--- src/rtl/id_ex_issue_if.sv ---
// Bundle of the ID/EX issue-stage signals: ID request side, EX/MEM and MEM/WB
// writeback snoop, downstream handshake and the ALU-facing outputs.
interface id_ex_issue_if #(
    parameter int DW = 32,
    parameter int RW = 5
);
    logic          flush;
    logic          in_valid;
    logic          in_ready;
    logic [RW-1:0] id_rs_addr;
    logic [RW-1:0] id_rt_addr;
    logic [RW-1:0] id_dest_addr;
    logic [DW-1:0] id_rs_data;
    logic [DW-1:0] id_rt_data;
    logic [15:0]   id_imm;
    logic [4:0]    id_shamt;
    logic [5:0]    id_alufn;
    logic [1:0]    id_alusrc;
    logic          id_reg_write;
    logic          id_mem_read;
    logic          id_mem_write;
    logic          exm_reg_write;
    logic [RW-1:0] exm_dest_addr;
    logic [DW-1:0] exm_result;
    logic          mwb_reg_write;
    logic [RW-1:0] mwb_dest_addr;
    logic [DW-1:0] mwb_result;
    logic          out_ready;
    logic          ex_valid;
    logic [DW-1:0] alu_a;
    logic [DW-1:0] alu_b;
    logic [5:0]    alu_alufn;
    logic [DW-1:0] ex_store_data;
    logic [RW-1:0] ex_dest_addr;
    logic          ex_reg_write;
    logic          ex_mem_read;
    logic          ex_mem_write;
    logic          load_use_stall;

    modport master (
        output flush, in_valid,
        output id_rs_addr, id_rt_addr, id_dest_addr, id_rs_data, id_rt_data,
        output id_imm, id_shamt, id_alufn, id_alusrc,
        output id_reg_write, id_mem_read, id_mem_write,
        output exm_reg_write, exm_dest_addr, exm_result,
        output mwb_reg_write, mwb_dest_addr, mwb_result,
        output out_ready,
        input  in_ready, ex_valid, alu_a, alu_b, alu_alufn, ex_store_data,
        input  ex_dest_addr, ex_reg_write, ex_mem_read, ex_mem_write, load_use_stall
    );

    modport slave (
        input  flush, in_valid,
        input  id_rs_addr, id_rt_addr, id_dest_addr, id_rs_data, id_rt_data,
        input  id_imm, id_shamt, id_alufn, id_alusrc,
        input  id_reg_write, id_mem_read, id_mem_write,
        input  exm_reg_write, exm_dest_addr, exm_result,
        input  mwb_reg_write, mwb_dest_addr, mwb_result,
        input  out_ready,
        output in_ready, ex_valid, alu_a, alu_b, alu_alufn, ex_store_data,
        output ex_dest_addr, ex_reg_write, ex_mem_read, ex_mem_write, load_use_stall
    );
endinterface

--- src/rtl/id_ex_issue.sv ---
// ID/EX pipeline register feeding the ALU: single held entry with EX/MEM and
// MEM/WB operand forwarding, load-use stall detection and flush.
module id_ex_issue #(
    parameter int DW = 32,
    parameter int RW = 5
) (
    input  logic            clk,
    input  logic            rst_n,
    id_ex_issue_if.slave    bus
);

    logic          r_valid;
    logic [RW-1:0] r_rs_addr;
    logic [RW-1:0] r_rt_addr;
    logic [RW-1:0] r_dest_addr;
    logic [DW-1:0] r_rs_data;
    logic [DW-1:0] r_rt_data;
    logic [15:0]   r_imm;
    logic [4:0]    r_shamt;
    logic [1:0]    r_alusrc;
    logic [5:0]    r_alufn;
    logic          r_reg_write;
    logic          r_mem_read;
    logic          r_mem_write;

    logic          w_fire_out;
    logic          w_slot_free;
    logic          w_rs_hit;
    logic          w_rt_hit;
    logic          w_hazard;
    logic          w_accept;
    logic          w_hold;
    logic          w_rs_refresh;
    logic          w_rt_refresh;
    logic [DW-1:0] w_fwd_rs;
    logic [DW-1:0] w_fwd_rt;
    logic [DW-1:0] w_alu_b;

    // $0 is hard-wired zero; EX/MEM is the younger producer so it wins over MEM/WB.
    function automatic logic [DW-1:0] forward(
        input logic [RW-1:0] addr,
        input logic [DW-1:0] stored,
        input logic          exm_we,
        input logic [RW-1:0] exm_addr,
        input logic [DW-1:0] exm_val,
        input logic          mwb_we,
        input logic [RW-1:0] mwb_addr,
        input logic [DW-1:0] mwb_val
    );
        logic [DW-1:0] v;
        if (addr == '0)
            v = '0;
        else if (exm_we && (exm_addr == addr))
            v = exm_val;
        else if (mwb_we && (mwb_addr == addr))
            v = mwb_val;
        else
            v = stored;
        return v;
    endfunction

    assign w_fire_out  = r_valid & bus.out_ready;
    assign w_slot_free = ~r_valid | bus.out_ready;
    assign w_hold      = r_valid & ~bus.out_ready;

    // rt only matters for the hazard when it is actually read as an operand or store data.
    assign w_rs_hit = (r_dest_addr == bus.id_rs_addr);
    assign w_rt_hit = (r_dest_addr == bus.id_rt_addr) &
                      ((bus.id_alusrc == 2'd0) | bus.id_mem_write);
    assign w_hazard = r_valid & r_mem_read & (r_dest_addr != '0) & bus.in_valid &
                      (w_rs_hit | w_rt_hit);

    assign bus.in_ready       = w_slot_free & ~w_hazard & ~bus.flush;
    assign bus.load_use_stall = w_hazard;
    assign w_accept           = bus.in_valid & bus.in_ready;

    // While stalled downstream, MEM/WB may retire the value we were forwarding; capture it.
    assign w_rs_refresh = w_hold & bus.mwb_reg_write & (r_rs_addr != '0) &
                          (bus.mwb_dest_addr == r_rs_addr);
    assign w_rt_refresh = w_hold & bus.mwb_reg_write & (r_rt_addr != '0) &
                          (bus.mwb_dest_addr == r_rt_addr);

    always_ff @(posedge clk or negedge rst_n) begin
        if (!rst_n) begin
            r_valid <= 1'b0;
        end else if (bus.flush) begin
            r_valid <= 1'b0;
        end else if (w_accept) begin
            r_valid <= 1'b1;
        end else if (w_fire_out) begin
            r_valid <= 1'b0;
        end
    end

    always_ff @(posedge clk or negedge rst_n) begin
        if (!rst_n) begin
            r_rs_addr   <= '0;
            r_rt_addr   <= '0;
            r_dest_addr <= '0;
            r_rs_data   <= '0;
            r_rt_data   <= '0;
            r_imm       <= '0;
            r_shamt     <= '0;
            r_alusrc    <= '0;
            r_alufn     <= '0;
            r_reg_write <= 1'b0;
            r_mem_read  <= 1'b0;
            r_mem_write <= 1'b0;
        end else if (w_accept) begin
            r_rs_addr   <= bus.id_rs_addr;
            r_rt_addr   <= bus.id_rt_addr;
            r_dest_addr <= bus.id_dest_addr;
            r_rs_data   <= bus.id_rs_data;
            r_rt_data   <= bus.id_rt_data;
            r_imm       <= bus.id_imm;
            r_shamt     <= bus.id_shamt;
            r_alusrc    <= bus.id_alusrc;
            r_alufn     <= bus.id_alufn;
            r_reg_write <= bus.id_reg_write;
            r_mem_read  <= bus.id_mem_read;
            r_mem_write <= bus.id_mem_write;
        end else begin
            if (w_rs_refresh)
                r_rs_data <= bus.mwb_result;
            if (w_rt_refresh)
                r_rt_data <= bus.mwb_result;
        end
    end

    assign w_fwd_rs = forward(r_rs_addr, r_rs_data,
                              bus.exm_reg_write, bus.exm_dest_addr, bus.exm_result,
                              bus.mwb_reg_write, bus.mwb_dest_addr, bus.mwb_result);
    assign w_fwd_rt = forward(r_rt_addr, r_rt_data,
                              bus.exm_reg_write, bus.exm_dest_addr, bus.exm_result,
                              bus.mwb_reg_write, bus.mwb_dest_addr, bus.mwb_result);

    always_comb begin
        w_alu_b = w_fwd_rt;
        case (r_alusrc)
            2'd1:    w_alu_b = {{(DW-16){r_imm[15]}}, r_imm};
            2'd2:    w_alu_b = {{(DW-16){1'b0}}, r_imm};
            2'd3:    w_alu_b = {{(DW-5){1'b0}}, r_shamt};
            default: w_alu_b = w_fwd_rt;
        endcase
    end

    assign bus.ex_valid      = r_valid;
    assign bus.alu_a         = w_fwd_rs;
    assign bus.alu_b         = w_alu_b;
    assign bus.alu_alufn     = r_alufn;
    assign bus.ex_store_data = w_fwd_rt;
    assign bus.ex_dest_addr  = r_dest_addr;
    assign bus.ex_reg_write  = r_valid & r_reg_write;
    assign bus.ex_mem_read   = r_valid & r_mem_read;
    assign bus.ex_mem_write  = r_valid & r_mem_write;

endmodule

--- src/flat_wrapper.sv ---
// flat-port wrapper written by rule: the top's interface ports become plain ports
module id_ex_issue_flat 
#(
    parameter int DW = 32,
    parameter int RW = 5
)
  (clk, rst_n, bus_flush, bus_in_valid, bus_id_rs_addr, bus_id_rt_addr, bus_id_dest_addr, bus_id_rs_data, bus_id_rt_data, bus_id_imm, bus_id_shamt, bus_id_alufn, bus_id_alusrc, bus_id_reg_write, bus_id_mem_read, bus_id_mem_write, bus_exm_reg_write, bus_exm_dest_addr, bus_exm_result, bus_mwb_reg_write, bus_mwb_dest_addr, bus_mwb_result, bus_out_ready, bus_in_ready, bus_ex_valid, bus_alu_a, bus_alu_b, bus_alu_alufn, bus_ex_store_data, bus_ex_dest_addr, bus_ex_reg_write, bus_ex_mem_read, bus_ex_mem_write, bus_load_use_stall);
  id_ex_issue_if #(.DW(DW), .RW(RW)) bus_i ();
  input  logic clk;
  input  logic rst_n;
  input wire logic [$bits(bus_i.flush)-1:0] bus_flush;
  input wire logic [$bits(bus_i.in_valid)-1:0] bus_in_valid;
  input wire logic [$bits(bus_i.id_rs_addr)-1:0] bus_id_rs_addr;
  input wire logic [$bits(bus_i.id_rt_addr)-1:0] bus_id_rt_addr;
  input wire logic [$bits(bus_i.id_dest_addr)-1:0] bus_id_dest_addr;
  input wire logic [$bits(bus_i.id_rs_data)-1:0] bus_id_rs_data;
  input wire logic [$bits(bus_i.id_rt_data)-1:0] bus_id_rt_data;
  input wire logic [$bits(bus_i.id_imm)-1:0] bus_id_imm;
  input wire logic [$bits(bus_i.id_shamt)-1:0] bus_id_shamt;
  input wire logic [$bits(bus_i.id_alufn)-1:0] bus_id_alufn;
  input wire logic [$bits(bus_i.id_alusrc)-1:0] bus_id_alusrc;
  input wire logic [$bits(bus_i.id_reg_write)-1:0] bus_id_reg_write;
  input wire logic [$bits(bus_i.id_mem_read)-1:0] bus_id_mem_read;
  input wire logic [$bits(bus_i.id_mem_write)-1:0] bus_id_mem_write;
  input wire logic [$bits(bus_i.exm_reg_write)-1:0] bus_exm_reg_write;
  input wire logic [$bits(bus_i.exm_dest_addr)-1:0] bus_exm_dest_addr;
  input wire logic [$bits(bus_i.exm_result)-1:0] bus_exm_result;
  input wire logic [$bits(bus_i.mwb_reg_write)-1:0] bus_mwb_reg_write;
  input wire logic [$bits(bus_i.mwb_dest_addr)-1:0] bus_mwb_dest_addr;
  input wire logic [$bits(bus_i.mwb_result)-1:0] bus_mwb_result;
  input wire logic [$bits(bus_i.out_ready)-1:0] bus_out_ready;
  output wire logic [$bits(bus_i.in_ready)-1:0] bus_in_ready;
  output wire logic [$bits(bus_i.ex_valid)-1:0] bus_ex_valid;
  output wire logic [$bits(bus_i.alu_a)-1:0] bus_alu_a;
  output wire logic [$bits(bus_i.alu_b)-1:0] bus_alu_b;
  output wire logic [$bits(bus_i.alu_alufn)-1:0] bus_alu_alufn;
  output wire logic [$bits(bus_i.ex_store_data)-1:0] bus_ex_store_data;
  output wire logic [$bits(bus_i.ex_dest_addr)-1:0] bus_ex_dest_addr;
  output wire logic [$bits(bus_i.ex_reg_write)-1:0] bus_ex_reg_write;
  output wire logic [$bits(bus_i.ex_mem_read)-1:0] bus_ex_mem_read;
  output wire logic [$bits(bus_i.ex_mem_write)-1:0] bus_ex_mem_write;
  output wire logic [$bits(bus_i.load_use_stall)-1:0] bus_load_use_stall;
  assign bus_i.flush = bus_flush;
  assign bus_i.in_valid = bus_in_valid;
  assign bus_i.id_rs_addr = bus_id_rs_addr;
  assign bus_i.id_rt_addr = bus_id_rt_addr;
  assign bus_i.id_dest_addr = bus_id_dest_addr;
  assign bus_i.id_rs_data = bus_id_rs_data;
  assign bus_i.id_rt_data = bus_id_rt_data;
  assign bus_i.id_imm = bus_id_imm;
  assign bus_i.id_shamt = bus_id_shamt;
  assign bus_i.id_alufn = bus_id_alufn;
  assign bus_i.id_alusrc = bus_id_alusrc;
  assign bus_i.id_reg_write = bus_id_reg_write;
  assign bus_i.id_mem_read = bus_id_mem_read;
  assign bus_i.id_mem_write = bus_id_mem_write;
  assign bus_i.exm_reg_write = bus_exm_reg_write;
  assign bus_i.exm_dest_addr = bus_exm_dest_addr;
  assign bus_i.exm_result = bus_exm_result;
  assign bus_i.mwb_reg_write = bus_mwb_reg_write;
  assign bus_i.mwb_dest_addr = bus_mwb_dest_addr;
  assign bus_i.mwb_result = bus_mwb_result;
  assign bus_i.out_ready = bus_out_ready;
  assign bus_in_ready = bus_i.in_ready;
  assign bus_ex_valid = bus_i.ex_valid;
  assign bus_alu_a = bus_i.alu_a;
  assign bus_alu_b = bus_i.alu_b;
  assign bus_alu_alufn = bus_i.alu_alufn;
  assign bus_ex_store_data = bus_i.ex_store_data;
  assign bus_ex_dest_addr = bus_i.ex_dest_addr;
  assign bus_ex_reg_write = bus_i.ex_reg_write;
  assign bus_ex_mem_read = bus_i.ex_mem_read;
  assign bus_ex_mem_write = bus_i.ex_mem_write;
  assign bus_load_use_stall = bus_i.load_use_stall;
  id_ex_issue #(.DW(DW), .RW(RW)) u_core (.clk(clk), .rst_n(rst_n), .bus(bus_i));
endmodule
--- config.mk ---
export PLATFORM = sky130hd
export DESIGN_NAME = id_ex_issue_flat
export DESIGN_NICKNAME = d
export VERILOG_FILES = /design/src/rtl/id_ex_issue_if.sv /design/src/rtl/id_ex_issue.sv /design/src/flat_wrapper.sv
export SDC_FILE = /design/constraint.sdc
export NUM_CORES = 1
export LEC_CHECK = 0
export ABC_CLOCK_PERIOD_IN_PS = 2650
export CAP_MARGIN = 40
export CORE_MARGIN = 1.5
export CORE_UTILIZATION = 44
export DETAILED_ROUTE_END_ITERATION = 10
export GPL_TIMING_DRIVEN = 0
export PLACE_DENSITY = 0.81
export RECOVER_POWER = 100
export SYNTH_ARGS = -nofsm -noshare
export SYNTH_HDL_FRONTEND = slang
export SYNTH_SLANG_ARGS = --single-unit
--- constraint.sdc ---
create_clock -name clk -period 2.65 [get_ports clk]
set_input_delay 0.53 -clock clk [delete_from_list [all_inputs] [get_ports clk]]
set_output_delay 0.53 -clock clk [all_outputs]
set_load 0.05 [all_outputs]
### Word-level counts from Yosys, hierarchy flattened

Index checks and enable logic that the tools add are counted.
W data, S select, Z words.

| word-level totals | value |
|---|---|
| output and inout port bits | 113 |
| input port bits | 192 |
| flip-flop bits (word level) | 112 |

| cells by class | value |
|---|---|
| equality and inequality tests | 9 |
| bitwise logic cells | 24 |
| reduce and logical (&&, ||, !) cells | 13 |
| mux-type cells | 14 |

Operators by type and width:

| operator | number |
|---|---|
| $mux W32 | 10 |
| $pmux W32 S3 | 1 |
| $eq A5 B5 Y1 | 6 |
| $and A1 B1 Y1 | 17 |
| $reduce_bool A5 Y1 | 3 |
| $logic_not A5 Y1 | 2 |
| $eq A2 B2 Y1 const B | 2 |
| $logic_and A1 B1 Y1 | 4 |
| $not A1 Y1 | 4 |
| $reduce_bool A2 Y1 | 2 |
| $mux W1 | 3 |
| $or A1 B1 Y1 | 3 |
| $reduce_bool A3 Y1 | 1 |
| $eq A2 B1 Y1 const B | 1 |
| $logic_not A2 Y1 | 1 |

### Depth between registers and ports, before layout

| depth | value |
|---|---|
| depth after elaboration | 11 |
| mapped depth | 7 |
| mapped depth without buffers | 5 |

### Least setup slack after synthesis

No wires, ideal clock.

| path | value |
|---|---|
| path kind | input -> output |
| start point | input bus_mwb_dest_addr[0] |
| end point | output bus_alu_b[15] |
| arrival | 3.438 ns |
| stages | 7 |
| slack | -1.318 ns |
| path through | xnor2_1 -> and4_1 -> clkbuf_1 -> clkbuf_1 -> nand3_1 -> a311oi_1 -> a221o_1 |

| between the ends | value |
|---|---|
| cells in the longest elaborated chain, start to end | 6 |

RTL lines:

| element | RTL line | text |
|---|---|---|
| start: declaration | flat_wrapper.sv:29 | `input wire logic [$bits(bus_i.mwb_dest_addr)-1:0] bus_mwb_dest_addr;` |
| $eq A5 B5 Y1 | id_ex_issue.sv:55 | `else if (mwb_we && (mwb_addr == addr))` |
| $logic_and A1 B1 Y1 | id_ex_issue.sv:55 |  |
| $mux W32 | id_ex_issue.sv:55 |  |
| $mux W32 | id_ex_issue.sv:53 | `else if (exm_we && (exm_addr == addr))` |
| $mux W32 | id_ex_issue.sv:51 | `if (addr == '0)` |
| net bus_ex_store_data[15] | flat_wrapper.sv:37 | `output wire logic [$bits(bus_i.ex_store_data)-1:0] bus_ex_store_data;` |
| $pmux W32 S3 | id_ex_issue.sv:139 | `case (r_alusrc)` |
| end: declaration | flat_wrapper.sv:35 | `output wire logic [$bits(bus_i.alu_b)-1:0] bus_alu_b;` |

The timed path passes the listed nets, and every way through them passes these cells.

### Worst setup path in the final report

| path | value |
|---|---|
| start point | register u_core.r_rt_addr[0] |
| end point | output bus_alu_b[15] |

| between the ends | value |
|---|---|
| cells in the longest elaborated chain, start to end | 6 |
| elaborated cells between the ends (all ways) | 9 |

RTL lines:

| element | RTL line | text |
|---|---|---|
| start: declaration | id_ex_issue.sv:14 | `logic [RW-1:0] r_rt_addr;` |
| start signal: assignment | id_ex_issue.sv:111 | `r_rt_addr <= bus.id_rt_addr;` |
| $eq A5 B5 Y1 | id_ex_issue.sv:55 |  |
| $logic_and A1 B1 Y1 | id_ex_issue.sv:55 |  |
| $mux W32 | id_ex_issue.sv:55 |  |
| $mux W32 | id_ex_issue.sv:53 |  |
| $mux W32 * | id_ex_issue.sv:51 |  |
| $pmux W32 S3 * | id_ex_issue.sv:139 |  |

Mark *: on every way between the ends. The rest lies on a longest branch, timed or not.

==> metrics.cfg <==
[run_status]
status=finished with violations
violations=capacitance limit, slew limit, setup timing

[floorplanning]
ioPinCount=305
initial_utilization_pct=45.3
num_rows=47
dieArea_sq_mm=0.0179
die_x_um=134
core_sq_mm=0.0166
die_y_um=134

[worst_setup_path]
cp_num_cells=9
required_ps=2120
reg2reg_depth=6
critical_path.startpoint_type=flop
cpMostUsedCell=buf_4
critPathKind=flop to primary output
worstSetupEndpoint=bus_alu_b[15]
reg2reg_from=u_core.bus.ex_dest_addr[2]
cp-end-kind=primary output
crit_slowest_cell=dfrtp_2
critical-path-top-delay-family=compound AO/OA/AOI/OAI gates
r2r_slack_ps=-280
slowest_delay_ps=460
path_cells=xnor2_2 > buf_4 > nand4_1 > buf_6 > buf_4 > o21ai_4 > a311oi_4 > a221o_2 > buf_8
r2r-end=u_core.r_imm[12]
crit_start=u_core.r_rt_addr[0]
crit_buf_inv=4
worst_ep_arrival_time_ps=2530
path_max_fanout=5

[power]
internal-power_mw=5.57
switching_share_pct=44.0
combPwrFrac_pct=61.5
pwr-share-clk_pct=15.0
ir_drop_mv=0.556
leakage_nw=5.74
switchingPower_mw=4.37
p_seq_share_pct=23.5
total_power_mw=9.94
power.density_mw_per_mm2=671

[route]
remaining_drc_errors=0
wl_met3_um=2990
highest_layer=met4
postRouteAntennaNets=0
wl_met1_um=13100
finalWirelength_um=35700
drt-wirelength-per-cell_um=26.5
dr_wl_met2_um=17800
drt_pass1_iterations=5
avgViaCountPerCell=6.17
vias=8326
drtIter0Drc=671

[layout]
nets=1315
drive_above_1_share_pct=60.5
fillers=704
seqCellArea_sq_mm=0.00282
multi_input_area_sq_mm=0.00660
areaGrowthSynthToFinish_pct=96.6
layout.cells.non_filler=1349

[timing]
drv_slew=44
finalWorstSetupSlack_ps=-407
skew_ps=12.6
hold_violations=0
post-route-period-util_pct=115
hold_ws_ps=506
worstMarginPinSlew_ps=2020
slew_headroom_pct=-34.8
setup_violations=176
fmax_mhz=327
post-route-min-period_ps=3060
rsz0062_at_grt=true

[clock_tree]
cts-buffers-inserted=9
path_clk_slew_ps=80
cts_hold_buf=0
cts_buffer_depth=2
htree_levels=3
root_buffer=clkbuf_16
cts.sinks=112
clk_latency_ps=370
cts_tree=yes

[global_route]
antenna_found_initial=0
grt_max_degree=71
overflow=0
grt_pass1_vias=8815
grt_usage_pct=37.3
grt_pass1_wl_um=50900

[placed_design]
dp.cells=1260
portBuffers=304
place_hpwl_um=21600
gp_congestion=0.863
dp_slack_ps=-1730

[synth]
synth_nets=922
synth_cell_types=42
netlist_area_sq_mm=0.00753
syn_avg_cell_area_sq_um=10.3
synth-edff-count=0
ys.flop_type=dfrtp_1
seq_area_frac_synth_pct=37.2
async_reset_ff_share_pct=100
yosysWarnings=0
syn_inst=730
synth-seq-cells=112

[hold_path]
min_path_type=flop to flop

[job]
cap_viol_max_count=1

flip-flops by register name, indices dropped and copies added, names as in the netlist:
name                     flops
u_core.r_mem_write           1
u_core.r_rs_addr             5
u_core.bus.ex_dest_addr      5
u_core.r_imm                16
u_core.r_alusrc              2
u_core.r_mem_read            1
u_core.r_rt_data            32
u_core.r_rs_data            32
u_core.r_shamt               5
u_core.r_reg_write           1
u_core.bus.alu_alufn         6
u_core.r_rt_addr             5
u_core.bus.ex_valid          1
metrics by stage:
step / cell area, sq um / utilization [%] / setup TNS (ps)
4_1_cts: 14400 / 86.6 / -18280
2_1_floorplan: 8560 / - / -1850
3_3_place_gp: 11900 / 71.4 / -580970
6_report: 14800 / 89.0 / -46340
3_5_place_dp: 12000 / 71.9 / -192920
5_1_grt: 14800 / 89.0 / -63440
synth_stat cells, drive strengths merged (2+ instances only):
cell type / instances / area (sq um)
o21ai: 63 / 315
xnor2: 22 / 193
nor4: 3 / 25.0
nor2b: 3 / 18.8
mux2i: 32 / 320
o311a: 5 / 50.1
nand2: 12 / 45.0
and2: 7 / 43.8
buf: 21 / 123
and3: 22 / 138
a21o: 5 / 37.5
nor3: 20 / 100
xor2: 8 / 70.1
nand3: 24 / 120
o31ai: 16 / 120
or4: 2 / 18.8
a21boi: 15 / 113
a211oi: 42 / 315
nor2: 65 / 251
mux2: 175 / 2050
nand4: 3 / 18.8
clkbuf: 37 / 139
dfrtp: 112 / 2800
or3: 5 / 31.3
layout make-up:
| cell class | count | share of cell area (%) |
|---|---|---|
| diodes | 1 | 0.0169 |
| plain buffers | 51 | 4.81 |
| clock buffers | 11 | 1.64 |
| clock inverters | 5 | 0.439 |
| inverters | 1 | 0.0253 |
| multi-input cells | 560 | 44.5 |
| flip-flops and latches | 112 | 19.0 |
| well taps | 220 | 1.86 |
| repair buffers | 388 | 27.7 |
worst min-delay path by stage:
stage,endpoint,startpoint,depth (start not counted)
after floorplan,u_core.bus.alu_alufn[0],rst_n,0
after global placement,u_core.r_reg_write,u_core.r_reg_write,1
after detailed placement,u_core.r_rt_data[14],rst_n,1
after CTS,u_core.r_rt_data[12],rst_n,1
after global routing,u_core.r_imm[10],u_core.r_imm[10],1
final,u_core.r_imm[2],u_core.r_imm[2],1
placed cells by master (no fill, tap or decap), types with 11 or more instances in the layout:
cell / netlist / layout
o31ai_4: 0 / 16
nor2_4: 1 / 14
o21ai_0: 63 / 25
mux2_1: 15 / 15
dlygate4sd3_1: 0 / 12
buf_6: 3 / 110
o21ai_1: 0 / 17
buf_4: 0 / 50
dfrtp_1: 112 / 101
dfrtp_2: 0 / 11
a21boi_2: 0 / 11
mux2_4: 20 / 20
clkbuf_16: 0 / 25
and3_4: 0 / 21
clkdlybuf4s50_1: 0 / 181
buf_12: 0 / 14
o21ai_2: 0 / 16
nor2_1: 64 / 24
mux2i_4: 0 / 32
a211oi_4: 0 / 33
xnor2_1: 22 / 12
buf_8: 0 / 19
nor2_2: 0 / 27
mux2_2: 140 / 140
nand3_1: 24 / 13
nor3_4: 0 / 18
repair_timing:
item | in CTS | in global routing
setup buffers | 43 | 32
gates resized for setup | 1044 | 105
endpoints found under the setup margin | 204 | 165
pin swaps | 94 | 45
gates cloned | 10 | 0
metal layers:
| layer | up-vias | GRT usage (%) |
|---|---|---|
| met5 | - | 0 |
| li1 | 3498 | - |
| met2 | 536 | 63.0 |
| met3 | 128 | 9.11 |
| met4 | 0 | 18.4 |
| met1 | 4164 | 44.6 |
logic make-up after synthesis:
kind of cell           synth area share (%)
AO/OA/AOI/OAI                          13.2
XOR/XNOR                               3.49
buffers and inverters                  3.52
flip-flops                             37.2
multiplexers                           31.4
AND/OR/NAND/NOR                        11.2
power groups by stage:
stage	Sequential (mW)	Clock, mW	Combinational (mW)
6_report	2.33	1.49	6.12
5_1_grt	2.36	1.56	6.31
4_1_cts	2.30	1.46	5.76
3_5_place_dp	2.25	0	4.96
3_3_place_gp	2.24	0	4.89
2_1_floorplan	2.31	0	3.30
worst reg2reg max path, delay by kind of cell (launching register included):
family	cells	cell delay [ps]
AOI/OAI and AO/OA	2	480
buffers and inverters	2	990
DFF	1	450
muxes	1	390
and+or+nand+nor	1	520
No activity file was read; power rests on OpenSTA's default activity.
